**config.mk**
```make
export PLATFORM = sky130hd
export DESIGN_NAME = conv_layer_sequencer
export DESIGN_NICKNAME = d
export VERILOG_FILES = /design/src/rtl/conv_layer_sequencer.sv
export SDC_FILE = /design/constraint.sdc
export NUM_CORES = 1
export LEC_CHECK = 0
export CAP_MARGIN = 20
export CELL_PAD_IN_SITES_DETAIL_PLACEMENT = 0
export CELL_PAD_IN_SITES_GLOBAL_PLACEMENT = 1
export CORE_UTILIZATION = 55
export DETAILED_ROUTE_END_ITERATION = 8
export DONT_BUFFER_PORTS = 1
export PLACE_DENSITY = 0.95
export SLEW_MARGIN = 15
export SYNTH_ARGS = -nofsm -noshare
export SYNTH_HDL_FRONTEND = slang
export SYNTH_SLANG_ARGS = --single-unit
```
**constraint.sdc**
```tcl
create_clock -name clk -period 11.79 [get_ports clk]
set_input_delay 2.358 -clock clk [delete_from_list [all_inputs] [get_ports clk]]
set_output_delay 2.358 -clock clk [all_outputs]
set_load 0.01 [all_outputs]
```
**src/rtl/conv_layer_sequencer.sv**
```systemverilog
// Descriptor-driven layer scheduler: fetches 6-word descriptors from SDRAM and
// programs, starts and drains the conv controller once per layer.
module conv_layer_sequencer (
  input  logic        clk,
  input  logic        reset,
  input  logic [1:0]  s_address,
  input  logic        s_read,
  input  logic        s_write,
  input  logic [31:0] s_writedata,
  output logic [31:0] s_readdata,
  output logic        s_waitrequest,
  output logic [31:0] d_address,
  output logic        d_read,
  input  logic [31:0] d_readdata,
  input  logic        d_waitrequest,
  output logic [2:0]  c_address,
  output logic        c_write,
  output logic        c_read,
  output logic [31:0] c_writedata,
  input  logic [31:0] c_readdata,
  input  logic        c_waitrequest
);

  typedef enum logic [2:0] {IDLE, FETCH, PROG, START, DRAIN, NEXT} state_t;

  state_t      state, state_n;
  logic [2:0]  word, word_n;
  logic [15:0] idx, idx_n;
  logic [15:0] layers_done, ld_n;
  logic [31:0] desc_base;
  logic [15:0] desc_count;
  logic        abort_pending, abort_n;
  logic        done, done_n;
  logic [31:0] desc [6];

  logic        d_read_n, c_write_n, c_read_n;
  logic [31:0] d_addr_n, c_wd_n, desc_sel;
  logic [2:0]  c_addr_n;
  logic        ctrl_wr, busy, d_acc, c_acc;
  logic        unused_c;

  assign unused_c      = ^c_readdata;
  assign s_waitrequest = 1'b0;
  assign busy          = (state != IDLE);
  assign ctrl_wr       = s_write && (s_address == 2'd0);
  assign d_acc         = d_read && !d_waitrequest;
  assign c_acc         = (c_write || c_read) && !c_waitrequest;

  always_comb begin
    s_readdata = '0;
    if (s_read) begin
      unique case (s_address)
        2'd0: s_readdata = {29'd0, done, abort_pending, busy};
        2'd1: s_readdata = desc_base;
        2'd2: s_readdata = {16'd0, desc_count};
        2'd3: s_readdata = {16'd0, layers_done};
      endcase
    end
  end

  always_comb begin
    state_n = state;
    word_n  = word;
    idx_n   = idx;
    ld_n    = layers_done;
    abort_n = abort_pending;
    done_n  = done;
    if (busy && ctrl_wr && s_writedata[1]) abort_n = 1'b1;
    unique case (state)
      IDLE: if (ctrl_wr && s_writedata[0]) begin
        ld_n   = '0;
        done_n = 1'b0;
        if (desc_count == 16'd0) done_n = 1'b1;
        else begin
          state_n = FETCH;
          idx_n   = '0;
          word_n  = '0;
          abort_n = s_writedata[1];
        end
      end
      FETCH: if (d_acc) begin
        if (word == 3'd5) begin
          state_n = PROG;
          word_n  = '0;
        end else word_n = word + 3'd1;
      end
      PROG: if (c_acc) begin
        if (word == 3'd5) begin
          state_n = START;
          word_n  = '0;
        end else word_n = word + 3'd1;
      end
      START: if (c_acc) state_n = DRAIN;
      // read acceptance is held off by the controller until the layer finishes
      DRAIN: if (c_acc) state_n = NEXT;
      NEXT: begin
        ld_n  = layers_done + 16'd1;
        idx_n = idx + 16'd1;
        if ((idx_n == desc_count) || abort_pending) begin
          state_n = IDLE;
          done_n  = 1'b1;
          abort_n = 1'b0;
        end else begin
          state_n = FETCH;
          word_n  = '0;
        end
      end
      default: state_n = IDLE;
    endcase
  end

  // Strobes are registered from the next state so they line up with it.
  always_comb begin
    desc_sel = '0;
    for (int i = 0; i < 6; i++)
      if (word_n == 3'(i)) desc_sel = desc[i];
    d_read_n  = (state_n == FETCH);
    d_addr_n  = (desc_base + 32'(idx_n) * 32'd6 + 32'(word_n)) << 2;
    c_write_n = (state_n == PROG) || (state_n == START);
    c_read_n  = (state_n == DRAIN);
    c_addr_n  = (state_n == PROG) ? word_n + 3'd1 : 3'd0;
    c_wd_n    = (state_n == PROG)  ? desc_sel :
                (state_n == START) ? 32'd1 : 32'd0;
  end

  always_ff @(posedge clk or negedge reset) begin
    if (!reset) begin
      state         <= IDLE;
      word          <= '0;
      idx           <= '0;
      layers_done   <= '0;
      abort_pending <= 1'b0;
      done          <= 1'b0;
      desc_base     <= '0;
      desc_count    <= '0;
      for (int i = 0; i < 6; i++) desc[i] <= '0;
      d_read        <= 1'b0;
      d_address     <= '0;
      c_write       <= 1'b0;
      c_read        <= 1'b0;
      c_address     <= '0;
      c_writedata   <= '0;
    end else begin
      state         <= state_n;
      word          <= word_n;
      idx           <= idx_n;
      layers_done   <= ld_n;
      abort_pending <= abort_n;
      done          <= done_n;
      if (!busy && s_write && s_address == 2'd1) desc_base  <= s_writedata;
      if (!busy && s_write && s_address == 2'd2) desc_count <= s_writedata[15:0];
      for (int i = 0; i < 6; i++)
        if (state == FETCH && d_acc && word == 3'(i)) desc[i] <= d_readdata;
      d_read        <= d_read_n;
      d_address     <= d_addr_n;
      c_write       <= c_write_n;
      c_read        <= c_read_n;
      c_address     <= c_addr_n;
      c_writedata   <= c_wd_n;
    end
  end

endmodule
```
==> results_dict.tcl <==
set metrics [dict create \
    status "finished clean" \
    rr_worst_depth 24 \
    ant_nets 0 \
    portBuffers 0 \
    layout_setup_ws_ps 3218 \
    finalCriticalPeriod_ps 8572 \
    fin_cells 2025 \
    io_pins 207 \
    drtPass1Iterations 5 \
    start_util_pct 56.41 \
    crit_path_end_kind "register" \
    seqCellArea_sq_mm 0.008708 \
    die_width_um 182.8 \
    drtIter0Drc 828 \
    gr-total-overflow 0 \
    grt_antenna_before_repair 1 \
    synth-seq-area-share_pct 48.42 \
    final_util_pct 61.27 \
    leakage_nw 8.746 \
    critPathRequiredTime_ps 12260 \
    cts_tree "yes" \
    cts_buffer_depth 3 \
    drc 0 \
    dp.cells 1952 \
    crit_arrival_ps 9040 \
    clkSinkCount 348 \
    wl_um 42920 \
    multi_input_area_sq_mm 0.008778 \
    cts_htree_levels 2 \
    syn-cell-area_sq_mm 0.01798 \
    synth_top_area_share_pct 48.42 \
    synthTopCellsByArea "dfrtp_1, mux2_2, ha_1" \
    cts_made_buffers 39 \
    irDropWorstVdd_mv 0.1591 \
    worstSetupStartpointType "primary input" \
    rsz0062_at_grt "false" \
    crit_start "s_address[1]" \
    hold_class "register to register" \
    hold_buffers 0 \
    gp_congestion 0.9283 \
    clock_latency_ps 560 \
    dr_total_vias 12340 \
    setup_tns_ps 0 \
    drive_gt1_share_pct 25.61 \
    finalClockSkew_ps 30.53 \
    clk_pin_slew_worst_paths_ps 60 \
    finalSetupViolations 0 \
    critPathMaxFanout 20 \
    synth_warnings 0 \
    placed_cell_area_sq_mm 0.01826 \
    fp.coreArea_sq_mm 0.03188 \
    fp.dieArea_sq_mm 0.03343 \
    r2r-end "d_address[30]" \
    area_growth_pct 8.620 \
    clockRootBuffer "clkbuf_16" \
    grt_max_degree 349 \
    synth_seq_cells 348 \
    finalHoldViolCount 0 \
    nets 1727 \
    min_period_over_period_pct 72.70 \
    finalInstanceArea_sq_mm 0.01953 \
    fmax_mhz 116.7 \
    whs_ps 488.4 \
    grt_pass1_vias 12610 \
    yosys.area.top_type "dfrtp_1" \
    slew_headroom_pct 12.15 \
    ys_dominant_reg_cell "dfrtp_1" \
    yosys.cell_types.count 63 \
    power_mw 5.855 \
    place_ws_ps 2835 \
    detail_route.wl_per_cell_um 21.20 \
    tightest_slew_ps 1318 \
    die_h_um 182.8 \
    synth_edf_count 0 \
    p_per_area_mw_per_mm2 299.8 \
    crit_end "d_address[30]" \
    grtUsageTotal_pct 26.24 \
    vias_per_cell 6.095 \
    synthCells 1603 \
    num-fill-cells 2523 \
    post-cts-setup-buffers 0 \
    syn_area_per_cell_sq_um 11.22 \
    maxSlewViolCount 0 \
    crit_type "primary input to register" \
    maxCapViolCount 0 \
    grt_pass1_wl_um 68770 \
    fp-row-count 65 \
    hpwl_um 26860 \
    async_flop_share_pct 100.0 \
    r2r-start "desc_count[8]" \
    cts_resized 0 \
    reg2reg_slack_ps 4520 \
]
==> metal layers <==
metal / part of all wire (%) / GRT usage (%) / vias up
met5: 0 / 0 / -
met4: 3.0 / 9.200 / 0
met3: 7.3 / 6.037 / 85
met2: 49 / 44.41 / 395
met1: 41 / 33.05 / 6180
li1: - / - / 5683
==> area by class of cell <==
type / instances / area share [%]
Inverter: 30 / 0.5765
Timing Repair Buffer: 17 / 0.6790
Tap cell: 435 / 2.786
Clock inverter: 21 / 1.063
Clock buffer: 50 / 5.361
Multi-Input combinational cell: 1123 / 44.94
Antenna cell: 1 / 0.01281
Sequential cell: 348 / 44.58
==> power by group <==
part	total (mW)	switching, mW	internal, mW	leakage, nW
registers	2.11	0.400	1.71	4.39
clock network	1.19	0.504	0.684	0.617
logic	2.56	1.39	1.17	3.74
total	5.86	2.30	3.56	8.75
==> cell usage after synthesis (12+ instances only) <==
master,number
a221oi_2,30
clkbuf_1,77
a22oi_1,46
mux2_2,245
inv_1,30
nor4_1,12
xor2_1,25
a211oi_1,12
a211oi_2,27
a21o_1,13
nor3_1,39
dfrtp_1,348
nor2_1,160
xnor2_1,43
ha_1,60
nor2b_1,21
o21ai_0,43
nand2_1,96
and3_1,28
a21oi_1,71
nand3_1,27
==> sequential cells by signal (all words and copies together), names as in the netlist, 3 cells and up <==
register and cells:
c_address 3, desc_base 32, state 3, idx 16
layers_done 16, desc_count 16, word 3, d_address 30
c_writedata 32, desc 192
==> worst min path at each step <==
| stage | start | endpoint | cells past startpoint | slack [ps] |
|---|---|---|---|---|
| floorplan | desc_base[29] | d_address[31] | 1 | 450 |
| finish | desc_base[29] | d_address[31] | 1 | 490 |
| detailed placement | desc_base[29] | d_address[31] | 1 | 480 |
| global route | desc[140] | desc[140] | 1 | 520 |
| CTS | desc_base[29] | d_address[31] | 1 | 490 |
| global placement | desc_base[29] | d_address[31] | 1 | 480 |
==> layout by cell type (no fill, tap or decap), drive strengths merged, types with 43 or more instances in the layout <==
master / n
mux2: 245
clkbuf: 50
ha: 60
a22oi: 46
xnor2: 43
nand2: 96
dfrtp: 348
nor2: 160
o21ai: 44
a21oi: 71
==> critical path, cell delays in order <==
cell and delay, ps:
nor3b_1 300, and4b_1 660, and2_1 320, nor2_1 260, o21ai_0 250, o21ai_0 270
fa_1 530, a21o_1 180, a21oi_1 230, o21bai_1 90, a21oi_1 210, o21ai_0 230
a2111oi_0 620, o31ai_1 170, a21oi_1 240, xnor2_1 160, ha_1 250, ha_1 330
nand2_1 80, o21ai_0 390, a211oi_1 90, or2_2 370, nor4_1 260, xnor2_1 150
==> cells by family after synthesis <==
family          after synthesis  synth area share, %
flops                       348                48.42
xor+xnor                     68                3.312
fa+ha+maj                    64                4.620
buf+inv                     134                3.187
other cells                   1              0.02085
simple gates                446                11.91
compound gates              291                12.64
mux                         251                15.88
Note: power is estimated with default switching activity, not from simulation.
